===== config.mk =====
export PLATFORM = sky130hd
export DESIGN_NAME = sreg_pipo_ctrl
export DESIGN_NICKNAME = d
export VERILOG_FILES = /design/src/rtl/sreg_pkg.sv /design/src/rtl/sreg_bitcnt.sv /design/src/rtl/sreg_pipo_ctrl.sv
export SDC_FILE = /design/constraint.sdc
export NUM_CORES = 1
export LEC_CHECK = 0
export CORE_UTILIZATION = 40
export CTS_CLUSTER_DIAMETER = 50
export DETAILED_ROUTE_END_ITERATION = 8
export PLACE_DENSITY = 0.8
export SYNTH_ARGS = -nofsm -noshare
export SYNTH_HDL_FRONTEND = slang
export SYNTH_SLANG_ARGS = --single-unit

===== constraint.sdc =====
create_clock -name clk_i -period 1.6 [get_ports clk_i]
set_clock_uncertainty 0.1 [all_clocks]
set_input_delay 0.32 -clock clk_i [delete_from_list [all_inputs] [get_ports clk_i]]
set_output_delay 0.32 -clock clk_i [all_outputs]
set_load 0.02 [all_outputs]

===== src/rtl/sreg_pkg.sv =====
`default_nettype none
// ---------------------------------------------------------------------
// sreg_pkg : shared state encoding and default width for sreg_pipo_ctrl
// Rev 1.0
// ---------------------------------------------------------------------
package sreg_pkg;

  localparam int DEFAULT_WIDTH = 8;

  typedef enum logic [1:0] {
    IDLE  = 2'd0,
    SHIFT = 2'd1,
    DONE  = 2'd2
  } state_e;

endpackage
`default_nettype wire


===== src/rtl/sreg_bitcnt.sv =====
`default_nettype none
// ---------------------------------------------------------------------
// sreg_bitcnt : modulo-WIDTH shift counter with clear/enable and terminal count
// Rev 1.0
// ---------------------------------------------------------------------
module sreg_bitcnt
  import sreg_pkg::*;
#(
  parameter int WIDTH = DEFAULT_WIDTH
) (
  input  logic clk_i,
  input  logic rst_i,
  input  logic clr_i,
  input  logic en_i,
  output logic tc_o
);

  localparam int CW = (WIDTH > 1) ? $clog2(WIDTH) : 1;
  localparam logic [CW-1:0] C_LAST = CW'(WIDTH - 1);

  logic [CW-1:0] cnt_q;
  logic [CW-1:0] cnt_d;

  always_comb begin
    cnt_d = cnt_q;
    if (clr_i) begin
      cnt_d = '0;
    end else if (en_i) begin
      // Wrap on the final shift so the count never exceeds WIDTH-1.
      cnt_d = (cnt_q == C_LAST) ? '0 : cnt_q + CW'(1);
    end
  end

  always_ff @(posedge clk_i or posedge rst_i) begin
    if (rst_i) begin
      cnt_q <= '0;
    end else begin
      cnt_q <= cnt_d;
    end
  end

  assign tc_o = (cnt_q == C_LAST);

endmodule
`default_nettype wire


===== src/rtl/sreg_pipo_ctrl.sv =====
`default_nettype none
// ---------------------------------------------------------------------
// sreg_pipo_ctrl : load/shift register with start/busy/done handshake
// Rev 1.0
// ---------------------------------------------------------------------
module sreg_pipo_ctrl
  import sreg_pkg::*;
#(
  parameter int WIDTH = DEFAULT_WIDTH
) (
  input  logic             clk_i,
  input  logic             rst_i,
  input  logic             start_i,
  input  logic [WIDTH-1:0] data_i,
  input  logic             serial_i,
  output logic             serial_o,
  output logic             move_o,
  output logic [WIDTH-1:0] q_o,
  output logic             busy_o,
  output logic             done_o
);

  state_e           state_q;
  state_e           state_d;
  logic [WIDTH-1:0] q_q;
  logic [WIDTH-1:0] q_d;
  logic             cnt_clr;
  logic             cnt_en;
  logic             cnt_tc;

  sreg_bitcnt #(
    .WIDTH (WIDTH)
  ) u_bitcnt (
    .clk_i (clk_i),
    .rst_i (rst_i),
    .clr_i (cnt_clr),
    .en_i  (cnt_en),
    .tc_o  (cnt_tc)
  );

  always_comb begin
    state_d = state_q;
    q_d     = q_q;
    cnt_clr = 1'b0;
    cnt_en  = 1'b0;
    unique case (state_q)
      IDLE: begin
        if (start_i) begin
          q_d     = data_i;
          cnt_clr = 1'b1;
          state_d = SHIFT;
        end
      end
      SHIFT: begin
        q_d    = {q_q[WIDTH-2:0], serial_i};
        cnt_en = 1'b1;
        if (cnt_tc) begin
          state_d = DONE;
        end
      end
      DONE: begin
        state_d = IDLE;
      end
      default: begin
        state_d = IDLE;
      end
    endcase
  end

  always_ff @(posedge clk_i or posedge rst_i) begin
    if (rst_i) begin
      state_q <= IDLE;
      q_q     <= '0;
    end else begin
      state_q <= state_d;
      q_q     <= q_d;
    end
  end

  // All outputs are decoded from registered state only.
  assign serial_o = (state_q == SHIFT) ? q_q[WIDTH-1] : 1'b0;
  assign move_o   = (state_q != SHIFT);
  assign busy_o   = (state_q != IDLE);
  assign done_o   = (state_q == DONE);
  assign q_o      = q_q;

endmodule
`default_nettype wire


* Word-level counts from Yosys, hierarchy flattened
Cells that the tools add are included.
** Word-level totals
- Input port bits :: 12
- Bits in registers :: 13
- Output and inout bits :: 12
- Word-level logic and storage cells :: 28
** Cells by class
- Muxes and demuxes :: 12
- Equality and inequality tests :: 6
- Add/sub/neg operators :: 1
- Reductions and logical operators :: 6
** Operators by type and width (count)
- $pmux W8 S2 :: 1
- $mux W3 :: 3
- $mux W8 :: 1
- $reduce_bool A2 Y1 :: 3
- $mux W1 :: 4
- $mux W2 :: 2
- $ne A2 B2 Y1 const B :: 2
- $pmux W2 S2 :: 1
- $reduce_and A2 Y1 :: 2
- $add A3 B1 Y3 const B :: 1
- $eq A3 B3 Y1 const B :: 1
- $eq A2 B1 Y1 const B :: 1
- $eq A2 B2 Y1 const B :: 1
- $logic_not A2 Y1 :: 1
- $ne A2 B1 Y1 const B :: 1

* Depth between registers and ports, before layout
Gate-level depths: netlist of run 1.
- Depth after elaboration :: 4
- Mapped depth :: 5
- Depth with buffers taken out :: 5

* Hierarchy
From an unflattened synthesis of run 1, not the netlist that was laid out.
** Second synthesis, totals
- Cell total of the unflattened synthesis :: 68
- Area, all modules :: 708.2 um^2
** Modules (own cells, without submodules)
- sreg_pipo_ctrl :: area each 548.0 um^2, instances 1, cells each 54, seq. area each 250.2 um^2
- sreg_bitcnt :: area each 160.2 um^2, instances 1, cells each 14, seq. area each 75.1 um^2

* Worst setup path before layout of run 1
No wires, ideal clock.
- Path kind :: register -> output
- Start :: register state_q[1]
- End :: output done_o
- Buffers on the path :: 1
- Arrival :: 908 ps
- Data required time :: 1180 ps
- Path slack :: 272 ps
- Cell stages (with the launch flop) :: 4
- Cells stage by stage :: dfrtp_1 -> inv_1 -> buf_2 -> nor2_1
** Between the ends
- Longest elaborated chain between the ends :: 1
** RTL lines
- from (decl) :: line sreg_pipo_ctrl.sv:23 : state_e state_q;
- from (signal assigned) :: line sreg_pipo_ctrl.sv:75 : state_q <= state_d;
- $eq A2 B2 Y1 :: line sreg_pipo_ctrl.sv:84 : assign done_o = (state_q == DONE);
- to (decl) :: line sreg_pipo_ctrl.sv:20 : output logic done_o
Every way passes these cells.

* Worst setup path in the final report of run 1
- Start :: register q_q[7] (netlist: q_o[7])
- End :: output q_o[7]
** RTL lines
- from (decl) :: line sreg_pipo_ctrl.sv:25 : logic [WIDTH-1:0] q_q;
- from (signal assigned) :: line sreg_pipo_ctrl.sv:76 : q_q <= q_d;
- to (decl) :: line sreg_pipo_ctrl.sv:18 : output logic [WIDTH-1:0] q_o,
No word-level cell between the ends.

==> results of run 1 <==
-- flip-flops by register name, summed over array words and instances (netlist names) --
register	flops
q_o	8
u_bitcnt.cnt_q	3
state_q	2
-- logic make-up (layout without fill, tap and decap cells) --
group           Yosys count  count (layout)  share of synthesized area (%)
compound gates           29              29                           30.8
flops                    13              13                           52.4
simple gates              7               7                           7.06
buf+inv                   7              41                           5.65
fa+ha+maj                 2               2                           4.03
-- how the worst min path moves through the flow --
stage | from | to | cells after the start | slack (ns)
floorplan | rst_i | q_o[0] | 1 | 0.1
global placement | u_bitcnt.cnt_q[1] | u_bitcnt.cnt_q[1] | 1 | 0.40
detailed placement | u_bitcnt.cnt_q[2] | u_bitcnt.cnt_q[2] | 1 | 0.41
CTS | rst_i | u_bitcnt.cnt_q[2] | 2 | 0.28
global route | rst_i | u_bitcnt.cnt_q[0] | 2 | 0.31
finish | rst_i | u_bitcnt.cnt_q[2] | 2 | 0.26
-- power by group through the flow --
stage / Sequential [mW] / Clock, mW / Combinational, mW
floorplan: 0.723 / 0 / 0.475
global placement: 0.610 / 0 / 1.05
detailed placement: 0.618 / 0 / 1.08
CTS: 0.609 / 0.209 / 0.996
global route: 0.629 / 0.220 / 1.06
finish: 0.610 / 0.203 / 0.973
-- cell usage after synthesis --
cell type | n | share of area [%]
o22ai_1 | 16 | 16
nor2_1 | 1 | 0.60
nand2_1 | 2 | 1.2
inv_2 | 1 | 0.60
buf_2 | 2 | 1.6
inv_4 | 1 | 1.0
dfrtp_1 | 13 | 52
inv_1 | 2 | 1.2
o21bai_1 | 1 | 1.2
ha_1 | 2 | 4.0
nand2b_1 | 1 | 1.0
o31ai_4 | 1 | 3.4
and3_2 | 2 | 2.4
nor2_4 | 1 | 1.8
a21oi_1 | 9 | 7.3
a22o_1 | 2 | 2.8
buf_4 | 1 | 1.2
-- layer usage --
metal	vias up	track usage (%)
met5	-	0
met4	0	9.68
met3	0	1.60
met2	26	31.6
met1	302	25.7
li1	294	-
-- cell type report --
type	instances	area share, %
sequential	13	35.2
timing repair buffer	33	29.8
multi-input combinational	38	28.2
clock buffer	4	2.85
tap	15	2.03
inverter	4	1.90
-- what timing repair did --
| action | CTS | global route |
|---|---|---|
| setup endpoints to repair | 12 | 3 |
| resized for setup | 21 | 3 |
| endpoints found under the hold margin | 0 | 0 |
| hold buffers | 0 | 0 |
-- per-stage QoR --
step / setup slack (ns) / setup TNS, ns / total power [mW] / hold slack [ns] / cells
after detailed placement: -0.00942 / -0.0246 / 1.70 / 0.409 / 103
final: 0.0715 / 0 / 1.79 / 0.262 / 107
after global placement: -0.00165 / -0.00165 / 1.66 / 0.398 / 103
after CTS: 0.0196 / 0 / 1.81 / 0.280 / 107
after floorplan: 0.272 / 0 / 1.20 / 0.0970 / 58
after global routing: 0.0292 / 0 / 1.90 / 0.313 / 107
==> flow_metrics.py, run 1 <==
metrics = {
    "setup_path": {
        "cp-endpoint": "q_o[7]",
        "r2r_end": "q_o[7]",
        "slowest_stage": "dfrtp_1",
        "endpoint_kind": "output port",
        "max_stage_delay_ns": 0.39,
        "start_kind": "register",
        "critical_path_class": "reg2out",
        "path_depth": 2,
        "cp_cell_sequence": "buf_4 > dlygate4sd2_1",
        "cp_num_buf_inv": 2,
        "cp.arrival_ns": 1.11,
        "required_ns": 1.18,
        "crit_fanout": 3,
        "cp_top_family": "buffers and inverters",
        "worst-r2r-setup-slack_ns": 0.24,
        "r2r_cells": 4,
        "rr_startpoint": "state_q[1]",
        "startpoint": "q_o[7]",
    },
    "power": {
        "p_leak_nw": 0.413,
        "p_int_mw": 1.03,
        "vdd_ir_drop_max_mv": 0.987,
        "pwr-share-clk_pct": 11.3,
        "switching_share_pct": 42.3,
        "seqPwrFrac_pct": 34.2,
        "comb_power_share_pct": 54.5,
        "p_per_area_nw_per_um2": 1930,
        "p_sw_mw": 0.755,
    },
    "floorplan": {
        "io_pins": 24,
        "dieHeight_um": 41.4,
        "rows": 13,
        "die_w_um": 41.4,
        "dieArea_um2": 1710,
        "core_um2": 1370,
        "initial_core_util_pct": 45.4,
    },
    "drt": {
        "vias": 622,
        "dr.pass1.iters": 4,
        "drtIter0Drc": 17,
        "route.met2.wl_um": 819,
        "met3_length_um": 103,
        "wl_met1_um": 649,
        "antenna_left": 0,
        "wirelength_um": 1570,
        "highest_layer": "met3",
        "routedWlPerCell_um": 14.7,
        "remaining_drc_errors": 0,
        "vias_per_cell": 5.81,
    },
    "clock_network": {
        "cts_tree": "built",
        "insertion_delay_ns": 0.27,
        "htree_levels": 1,
        "clk_path_buf_depth": 2,
        "cts_sinks": 13,
        "cts-buffers-inserted": 3,
        "cts.reportedPaths.clkPinSlew_ns": 0.08,
        "cts_root_buffer": "clkbuf_4",
        "postCtsSetupBuffers": 0,
    },
    "sta": {
        "slew_headroom_pct": 66.9,
        "fin_crit_ns": 1.53,
        "fmax_mhz": 654,
        "final_hold_viol_count": 0,
        "rsz0062_at_grt": "false",
        "tightest_slew_ns": 0.496,
        "final_max_slew_viol_count": 0,
        "setup_viol": 0,
        "period_share_pct": 95.5,
    },
    "placement": {
        "portBuffers": 23,
        "dp_hpwl_um": 1190,
        "place_area_um2": 927,
        "place_congestion": 0.683,
    },
    "cells_and_area": {
        "n_antenna_cell": 0,
        "seqCellArea_um2": 325,
        "fin_util_pct": 67.6,
        "final_cell_mix": "16 x o22ai_1, 13 x dfrtp_1, 11 x clkdlybuf4s50_1",
        "finalNetCount": 107,
        "final_common_cell": "o22ai_1",
        "fill_cells": 122,
        "final_area_um2": 923,
        "drive_gt1_share_pct": 25.0,
        "syn_to_final_growth_pct": 48.8,
        "multi_input_comb_area_um2": 260,
    },
    "yosys": {
        "synth_warnings": 0,
        "syn_area_per_cell_um2": 10.7,
        "yosysSeqAreaShare_pct": 52.4,
        "syn_area_um2": 621,
        "ys_types": 17,
        "synth_nets": 72,
        "syn_inst": 58,
        "ys_seq_elements": 13,
    },
    "global_route": {
        "grt_use_total_pct": 19.4,
        "grt_max_degree": 14,
        "antenna_found_initial": 0,
        "gr-total-overflow": 0,
        "grt_pass1_wl_um": 2130,
        "grt_pass1_vias": 490,
    },
    "hold_path": {
        "hp-class": "in2async",
    },
    "run": {
        "max-cap-violations": 0,
    },
    "status": {
        "status": "completed",
    },
}
(Power assumes the default switching activity.)
==> inputs of run 2 (changes only) <==
--- a/config.mk
+++ b/config.mk
@@ -9,6 +9,7 @@
 export CTS_CLUSTER_DIAMETER = 50
 export DETAILED_ROUTE_END_ITERATION = 8
 export PLACE_DENSITY = 0.8
+export SKIP_LAST_GASP = 1
 export SYNTH_ARGS = -nofsm -noshare
 export SYNTH_HDL_FRONTEND = slang
 export SYNTH_SLANG_ARGS = --single-unit
==> run 2 against run 1 <==
  * Clock power about the same
  * Register-to-register slack about the same
  * Power about the same
  * Non-clock buffer count unchanged
  * Critical endpoint unchanged
  * Count of clock-buffer cells in the layout unchanged
  * Largest cell class unchanged
  * Sequential power about the same
  * Worst hold slack unchanged
  * Combinational power about the same
==> flow_metrics.py, run 2 (synthesized netlist as in run 1, its figures left out) <==
metrics = {
    "drt": {
        "wirelength_um": 1570,
        "drtIter0Drc": 17,
        "antenna_left": 0,
        "vias": 622,
        "vias_per_cell": 5.81,
        "routedWlPerCell_um": 14.7,
        "remaining_drc_errors": 0,
        "dr.pass1.iters": 4,
    },
    "sta": {
        "tightest_slew_ns": 0.496,
        "setup_tns_ns": 0,
        "worst_slack_ns": 0.0715,
        "final_hold_viol_count": 0,
        "slew_headroom_pct": 66.9,
        "rsz0062_at_grt": "false",
        "setup_viol": 0,
        "period_share_pct": 95.5,
        "fin_hold_ws_ns": 0.262,
        "final_max_slew_viol_count": 0,
        "fin_crit_ns": 1.53,
        "fmax_mhz": 654,
    },
    "cells_and_area": {
        "n_antenna_cell": 0,
        "fill_cells": 122,
        "final_cell_mix": "16 x o22ai_1, 13 x dfrtp_1, 11 x clkdlybuf4s50_1",
        "drive_gt1_share_pct": 25.0,
        "final_common_cell": "o22ai_1",
        "seqCellArea_um2": 325,
        "multi_input_comb_area_um2": 260,
        "final_cells": 107,
        "syn_to_final_growth_pct": 48.8,
        "final_area_um2": 923,
        "finalNetCount": 107,
        "fin_util_pct": 67.6,
        "largest_reg_flops": 8,
    },
    "setup_path": {
        "start_kind": "register",
        "critical_path_class": "reg2out",
        "endpoint_kind": "output port",
        "worst-r2r-setup-slack_ns": 0.24,
        "required_ns": 1.18,
        "crit_fanout": 3,
        "cp.arrival_ns": 1.11,
    },
    "placement": {
        "portBuffers": 23,
        "place_ws_ns": -0.00942,
        "dp_hpwl_um": 1190,
        "place_area_um2": 927,
        "place_congestion": 0.683,
        "dp.cells": 103,
    },
    "global_route": {
        "antenna_found_initial": 0,
        "grt_pass1_vias": 490,
        "grt_pass1_wl_um": 2130,
        "grt_use_total_pct": 19.4,
        "grt_max_degree": 14,
        "gr-total-overflow": 0,
    },
    "clock_network": {
        "postCtsSetupBuffers": 0,
        "cts_root_buffer": "clkbuf_4",
        "hold_buffers": 0,
        "cts_resized": 19,
        "cts-buffers-inserted": 3,
        "cts.reportedPaths.clkPinSlew_ns": 0.08,
        "clk_path_buf_depth": 2,
        "cts_tree": "built",
        "htree_levels": 1,
        "insertion_delay_ns": 0.27,
        "cts_sinks": 13,
    },
    "power": {
        "total_power_mw": 1.79,
        "vdd_ir_drop_max_mv": 0.987,
        "p_leak_nw": 0.412,
        "p_per_area_nw_per_um2": 1930,
    },
    "status": {
        "status": "completed",
    },
    "hold_path": {
        "hp-class": "in2async",
    },
    "run": {
        "max-cap-violations": 0,
    },
    "floorplan": {
        "die_w_um": 41.4,
        "initial_core_util_pct": 45.4,
        "dieArea_um2": 1710,
        "core_um2": 1370,
        "rows": 13,
        "dieHeight_um": 41.4,
        "io_pins": 24,
    },
}
run 2: layout make-up:
type / instances / area share [%]
flip-flops and latches: 13 / 35.2
repair buffers: 33 / 29.8
multi-input cells: 38 / 28.2
clock buffers: 4 / 2.85
well taps: 15 / 2.03
inverters: 4 / 1.90
run 2: power by group:
part | internal (mW) | switching, mW
combinational | 0.455 | 0.518
clock | 0.0966 | 0.106
sequential | 0.480 | 0.131
total | 1.03 | 0.755
run 2: worst paths after layout:
| kind | from | endpoint | depth (start not counted) |
|---|---|---|---|
| max | q_o[7] | q_o[7] | 2 |
| min | rst_i | u_bitcnt.cnt_q[2] | 2 |
| max reg2reg | state_q[1] | q_o[7] | 4 |
| min reg2reg | u_bitcnt.cnt_q[2] | u_bitcnt.cnt_q[2] | 1 |
| max in group asynchronous | rst_i | q_o[6] | 2 |
| min in group clk_i | u_bitcnt.cnt_q[2] | u_bitcnt.cnt_q[2] | 1 |
run 2: worst max-delay path, cell delays in order, from the launching register on:
cell and delay (ns):
dfrtp_1 0.39, buf_4 0.14, dlygate4sd2_1 0.31
run 2: per-layer routing:
metal  global-route usage [%]  up-vias  part of all wire [%]
li1                         -      294                     -
met1                     25.7      302                    41
met2                     31.6       26                    52
met3                     1.60        0                   6.6
met4                     9.68        0                     0
met5                        0        -                     0
==> inputs of run 3 (changes only) <==
--- a/config.mk
+++ b/config.mk
@@ -8,7 +8,7 @@
 export CORE_UTILIZATION = 40
 export CTS_CLUSTER_DIAMETER = 50
 export DETAILED_ROUTE_END_ITERATION = 8
-export PLACE_DENSITY = 0.8
+export PLACE_DENSITY_LB_ADDON = 0.05
 export SKIP_LAST_GASP = 1
 export SYNTH_ARGS = -nofsm -noshare
 export SYNTH_HDL_FRONTEND = slang
==> run 3 against run 2 <==
  * Setup slack worse by 0.0070 ns
  * Utilization is the same
  * Sequential share of layout area is the same
==> flow_metrics.py, run 3 (synthesized netlist as in run 1, its figures left out) <==
metrics = {
    "status": {
        "status": "completed",
    },
    "drt": {
        "routedWlPerCell_um": 13.7,
        "vias_per_cell": 5.49,
        "remaining_drc_errors": 0,
        "antenna_left": 0,
        "wirelength_um": 1470,
        "vias": 587,
        "dr.pass1.iters": 4,
        "drtIter0Drc": 8,
    },
    "cells_and_area": {
        "final_cells": 107,
        "largest_reg_flops": 8,
        "final_area_um2": 923,
        "final_common_cell": "o22ai_1",
        "fin_util_pct": 67.6,
        "syn_to_final_growth_pct": 48.8,
        "n_antenna_cell": 0,
        "finalNetCount": 107,
        "drive_gt1_share_pct": 26.1,
        "final_cell_mix": "16 x o22ai_1, 13 x dfrtp_1, 11 x clkdlybuf4s50_1",
    },
    "setup_path": {
        "cp_top_family": "flip-flops",
        "path_depth": 4,
        "cp_num_buf_inv": 3,
        "cp_cell_sequence": "buf_4 > nor2_4 > inv_4 > buf_2",
        "slowest_stage": "dfrtp_1",
        "cp.arrival_ns": 1.12,
        "critical_path_class": "reg2out",
        "required_ns": 1.18,
        "r2r_cells": 4,
        "start_kind": "register",
        "max_stage_delay_ns": 0.41,
        "crit_fanout": 3,
        "endpoint_kind": "output port",
    },
    "sta": {
        "fmax_mhz": 651,
        "tightest_slew_ns": 0.519,
        "fin_hold_ws_ns": 0.279,
        "period_share_pct": 96.0,
        "worst_slack_ns": 0.0645,
        "final_max_slew_viol_count": 0,
        "rsz0062_at_grt": "false",
        "final_hold_viol_count": 0,
        "slew_headroom_pct": 65.4,
        "setup_tns_ns": 0,
        "setup_viol": 0,
        "fin_crit_ns": 1.54,
    },
    "power": {
        "seqPwrFrac_pct": 34.8,
        "pwr-share-clk_pct": 11.1,
        "switching_share_pct": 41.8,
        "p_per_area_nw_per_um2": 1920,
        "p_int_mw": 1.03,
        "p_leak_nw": 0.413,
        "vdd_ir_drop_max_mv": 1.05,
        "p_sw_mw": 0.741,
        "total_power_mw": 1.77,
        "comb_power_share_pct": 54.1,
    },
    "global_route": {
        "grt_use_total_pct": 21.1,
        "gr-total-overflow": 0,
        "antenna_found_initial": 0,
        "grt_pass1_vias": 522,
        "grt_max_degree": 14,
        "grt_pass1_wl_um": 2320,
    },
    "clock_network": {
        "htree_levels": 1,
        "clk_path_buf_depth": 2,
        "cts_tree": "built",
        "cts.reportedPaths.clkPinSlew_ns": 0.08,
        "insertion_delay_ns": 0.26,
        "cts_root_buffer": "clkbuf_4",
        "cts_sinks": 13,
        "cts-buffers-inserted": 3,
    },
    "floorplan": {
        "initial_core_util_pct": 45.4,
        "core_um2": 1370,
        "io_pins": 24,
        "dieArea_um2": 1710,
        "dieHeight_um": 41.4,
        "rows": 13,
        "die_w_um": 41.4,
    },
    "placement": {
        "dp.cells": 103,
        "place_ws_ns": -0.0669,
        "dp_hpwl_um": 1100,
        "place_congestion": 0.679,
        "place_area_um2": 927,
        "portBuffers": 23,
    },
    "hold_path": {
        "hp-class": "in2async",
    },
    "run": {
        "max-cap-violations": 0,
    },
}
[run 3: cell count changes in the layout (fill, tap and decap cells not counted)]
cell | before | now
buf_2 | 3 | 2
clkbuf_2 | 1 | 2
inv_2 | 1 | 2
inv_1 | 2 | 1
[run 3: power groups by stage]
stage          Sequential [mW]  Combinational, mW  Clock, mW
2_1_floorplan            0.723              0.475          0
3_3_place_gp             0.614               1.05          0
3_5_place_dp             0.619               1.07          0
4_1_cts                  0.613              0.971      0.206
5_1_grt                  0.630               1.05      0.216
6_report                 0.617              0.959      0.196
[run 3: layout make-up]
cell class / instances / area (µm²)
sequential: 13 / 325
timing repair buffer: 33 / 275
fill: 127 / 443
clock buffer: 4 / 26.3
inverter: 4 / 17.5
tap: 15 / 18.8
multi-input combinational: 38 / 260
[run 3: per-layer routing]
layer  share of wire (%)  global-route usage, %  up-vias
met1                  48                   28.9      267
met4                0.82                   7.26        0
met5                   0                      0        -
li1                    -                      -      293
met3                 6.1                   4.26        2
met2                  45                   32.8       25
[run 3: worst paths after layout]
kind,from,end,slack (ns)
min reg2reg,u_bitcnt.cnt_q[1],u_bitcnt.cnt_q[1],0.41
max,state_q[1],move_o,0.06
max in group asynchronous,rst_i,q_o[7],0.77
max reg2reg,state_q[1],q_o[1],0.27
min,rst_i,q_o[1],0.28
min in group clk_i,u_bitcnt.cnt_q[1],u_bitcnt.cnt_q[1],0.41
[run 3: repair_timing]
action	in CTS	in global routing
hold buffers	0	0
cloned	0	0
gates resized for setup	19	4
setup endpoints to repair	12	2
setup buffers	0	0
endpoints found under the hold margin	0	0
